==> config.mk <==
export PLATFORM = sky130hd
export DESIGN_NAME = sysid_word_sampler
export DESIGN_NICKNAME = d
export VERILOG_FILES = /design/src/rtl/sysid_checker_word_sampler.sv
export SDC_FILE = /design/constraint.sdc
export NUM_CORES = 1
export LEC_CHECK = 0
export CELL_PAD_IN_SITES_DETAIL_PLACEMENT = 0
export CELL_PAD_IN_SITES_GLOBAL_PLACEMENT = 1
export CORE_MARGIN = 3
export CORE_UTILIZATION = 25
export CTS_CLUSTER_DIAMETER = 30
export DETAILED_ROUTE_END_ITERATION = 12
export PLACE_DENSITY_LB_ADDON = 0.3
export SYNTH_ARGS = -nofsm -noshare
export SYNTH_HDL_FRONTEND = slang
export SYNTH_SLANG_ARGS = --single-unit
==> constraint.sdc <==
create_clock -name clock -period 1.55 [get_ports clock]
set_input_delay 0.155 -clock clock [delete_from_list [all_inputs] [get_ports clock]]
set_output_delay 0.155 -clock clock [all_outputs]
set_load 0.01 [all_outputs]
==> src/rtl/sysid_checker_word_sampler.sv <==
// Holds the first capture of one sysid word and flags any later capture that differs.
// The *_next outputs expose the values that will be registered at the coming edge.
module sysid_word_sampler (
   input  logic        clock,
   input  logic        reset_n,
   input  logic        clear,
   input  logic        capture,
   input  logic        first,
   input  logic [31:0] data,
   output logic [31:0] value,
   output logic [31:0] value_next,
   output logic        mismatch,
   output logic        mismatch_next
);

   logic [31:0] value_q, value_d;
   logic        mismatch_q, mismatch_d;

   always_comb begin
      value_d    = value_q;
      mismatch_d = mismatch_q;
      if (clear) begin
         value_d    = '0;
         mismatch_d = 1'b0;
      end else if (capture) begin
         if (first) begin
            value_d = data;
         end else if (data != value_q) begin
            mismatch_d = 1'b1;
         end
      end
   end

   always_ff @(posedge clock or negedge reset_n) begin
      if (!reset_n) begin
         value_q    <= '0;
         mismatch_q <= 1'b0;
      end else begin
         value_q    <= value_d;
         mismatch_q <= mismatch_d;
      end
   end

   assign value         = value_q;
   assign value_next    = value_d;
   assign mismatch      = mismatch_q;
   assign mismatch_next = mismatch_d;

endmodule

==> metrics.md <==
| Metric | Value |
|---|---|
| Synthesized cell area | `1640 sq um` |
| # setup viols final | `2` |
| WP data arrival | `1.88 ns` |
| Port Buf Inserts | `102` |
| Worst Tran Pin Value | `0.447 ns` |
| Count leader, synth | `nand2_1` |
| Worst setup skew after layout | `0.0111 ns` |
| Total Power | `2.33 mW` |
| Crit. path cell count | `7` |
| Htree depth | `2` |
| Initial antenna violation count | `0` |
| Pre-antenna DRT Iters | `4` |
| Post-synth EDFFs | `0` |
| Worst slack at placement | `-0.831 ns` |
| Num CTS Buffers | `5` |
| Mean Syn Cell Area | `8.75 sq um` |
| Crit-path max FO | `2` |
| R2R Path Start | `value[4]$_DFF_PN0_` |
| Most used DFF post-synth | `dfrtp_1` |
| Reg2Reg Capture Point | `mismatch$_DFF_PN0_` |
| Post-DP HPWL | `4.48 mm` |
| Initial cell density of the core | `26.8%` |
| Max incr delay on CP | `0.40 ns` |
| Highest clock rate | `492 MHz` |
| Fin area | `3280 sq um` |
| Crit path required time | `1.39 ns` |
| Final period demand of the worst path | `2.03 ns` |
| Crit path capture type | `primary output` |
| N_diodes | `0` |
| Failing checks | `setup timing` |
| Slowest-stage cell, CP | `dfrtp_1` |
| Clk slew on worst S/H paths | `0.08 ns` |
| Post-placement cell area | `3100 sq um` |
| Layout cells sized above 1 | `26.2%` |
| CTS root buf | `clkbuf_8` |
| Global-route usage over all layers | `16.8%` |
| Initial DRC Count | `61` |
| Core area | `6130 sq um` |
| Commonest cells in the netlist | `nand2_1 (65), dfrtp_1 (33), a21oi_1 (32), xor2_1 (32)` |
| VDD IR max | `0.378 mV` |
| Setup_tns | `-0.491 ns` |
| Max transition margin | `70.2%` |
| Crit Path Class | `reg -> out` |
| Die width | `87.1 um` |
| R2R cell count | `6` |
| Post-synthesis net count | `225` |
| Delay-heaviest family, CP | `simple AND/OR/NAND/NOR gates` |
| Gpl congestion | `0.883` |
| Number of top-level pins | `103` |
| Seq cells post-synth | `33` |
| Seq/Total Area, Yosys | `50.2%` |
| DIE AREA | `7590 sq um` |
| Gr ovfl total | `0` |
| Yosys synthesis warning count | `0` |
| Nets | `380` |
| # clock sinks | `33` |
| Die height | `87.1 um` |
| Outcome | `complete, but fails checks` |
| Maximum clock path buffer count | `2` |
| Routed Wire Length | `6.10 mm` |
| Synth top area share | `50.2%` |
| Post-synthesis cell type count | `13` |
| Crit path from | `value[4]$_DFF_PN0_` |
| Clk_lat worst skew | `0.29 ns` |
| Vias per cell | `4.45` |
| Vias in the first global route | `1918` |
| WL per Instance | `14.6 um` |
| Mapped Cells | `188` |
| Unrepaired setup endpoints after global routing | `yes` |
| Synth top area cells | `dfrtp_1 (50%), xor2_1 (17%), nand2_1 (15%)` |
| Yosys top cell by area | `dfrtp_1` |
| Crit path setup slack, layout | `-0.483 ns` |
| Area Overhead vs Synth | `99.3%` |
| First-pass GRT wire length | `9.72 mm` |
| Largest net degree at the start of global routing | `34` |
| Fin crit share | `131%` |
| Routed Antenna Nets | `0` |
| Vias | `1861` |
| Leak | `1.59 nW` |
| Drt drc | `0` |
| CTS tree | `done` |
| CP bufs+invs | `2` |
| Critical path cell sequence | `xor2_1, nor4_2, buf_4, nand4_1, o211ai_1, o21ai_1, buf_2` |
| Max_cap viols | `0` |
| Worst Setup EP | `mismatch_next` |
| Worst Hold Class | `in -> reg` |
| R2R Setup Slk | `-0.01 ns` |
| Critical Path Start Type | `flip-flop` |
| Dpl cells | `403` |
| Non-Filler Instances | `418` |
| Final Max Tran Viols | `0` |
| Site row count | `28` |
| FFs w/ async S/R, synth | `100%` |
| Power density over the cells | `712 nW/um^2` |
| Final Hold Fails | `0` |
layout by cell type (no fill, tap or decap):
cell and count:
a21oi_2 4, dfrtp_1 33, nand2_1 65, nor2_1 1, buf_6 1, xor2_2 1
clkdlybuf4s15_1 8, inv_1 1, dlygate4sd3_1 1, o211ai_1 1, xor2_1 31, nor4_2 2
clkinv_2 1, nand4_1 2, dlygate4sd2_1 10, buf_4 49, bufinv_16 1, and2_4 1
bufbuf_16 1, buf_16 1, clkbuf_8 5, clkdlybuf4s50_1 65, a21oi_1 28, clkbuf_2 15
buf_2 4, buf_12 4, o21ai_1 1, nor4_1 6
how the worst min path moves through the flow:
stage	to	start	depth (start not counted)	slack (ns)
floorplan	mismatch$_DFF_PN0_	reset_n	0	-0.14
CTS	mismatch$_DFF_PN0_	first	4	0.36
global route	mismatch$_DFF_PN0_	first	4	0.40
finish	mismatch$_DFF_PN0_	first	4	0.36
detailed placement	value[29]$_DFF_PN0_	reset_n	2	0.23
global placement	value[29]$_DFF_PN0_	reset_n	2	0.22
where the power goes:
part	total (mW)	internal, mW	switching (mW)
logic	0.615	0.344	0.271
clock network	0.795	0.468	0.328
registers	0.925	0.899	0.0254
worst register-to-register path, stage by stage (launching register included):
cell      delay, ns
dfrtp_1        0.40
xor2_1         0.17
nor4_2         0.32
buf_4          0.16
nand4_1        0.11
o211ai_1       0.19
o21ai_1        0.11
logic make-up (layout without fill, tap and decap cells):
logic type,count (synthesis),after routing,synth area share [%]
XOR/XNOR,32,32,17.0
buffers and inverters,12,167,2.97
AND/OR/NAND/NOR,77,77,19.3
flip-flops,33,33,50.2
AO/OA/AOI/OAI,34,34,10.5
sequential cells by signal, summed over array words and instances, names as in the netlist:
register and count:
value 32, mismatch 1
per-stage QoR:
stage	util, %	hold WS [ns]
6_report	53.4	0.361
3_5_place_dp	50.6	0.226
3_3_place_gp	50.6	0.223
4_1_cts	54.0	0.361
5_1_grt	53.4	0.403
2_1_floorplan	-	-0.141
layout make-up:
type	instances	area, sq um
sequential	33	826
inverter	1	3.75
clock inverter	2	35.0
multi-input combinational	143	807
fill	594	2850
clock buffer	5	68.8
timing repair buffer	159	1440
tap	75	93.8
per-layer routing:
| metal | vias up | wire length (um) | global-route usage (%) |
|---|---|---|---|
| met5 | - | 0 | 0 |
| met4 | 0 | 78 | 4.88 |
| met3 | 8 | 380 | 5.11 |
| met2 | 68 | 3040 | 28.1 |
| met1 | 865 | 2600 | 21.0 |
| li1 | 920 | - | - |
timing repair:
item | 4_1_cts | 5_1_grt
pin swaps | 6 | 4
cloned | 2 | 0
gates resized for setup | 54 | 40
hold endpoints to repair | 33 | 0
setup buffers | 5 | 0
hold buffers | 1 | 0
endpoints found under the setup margin | 34 | 25
Power figures use the tool's default switching activity.
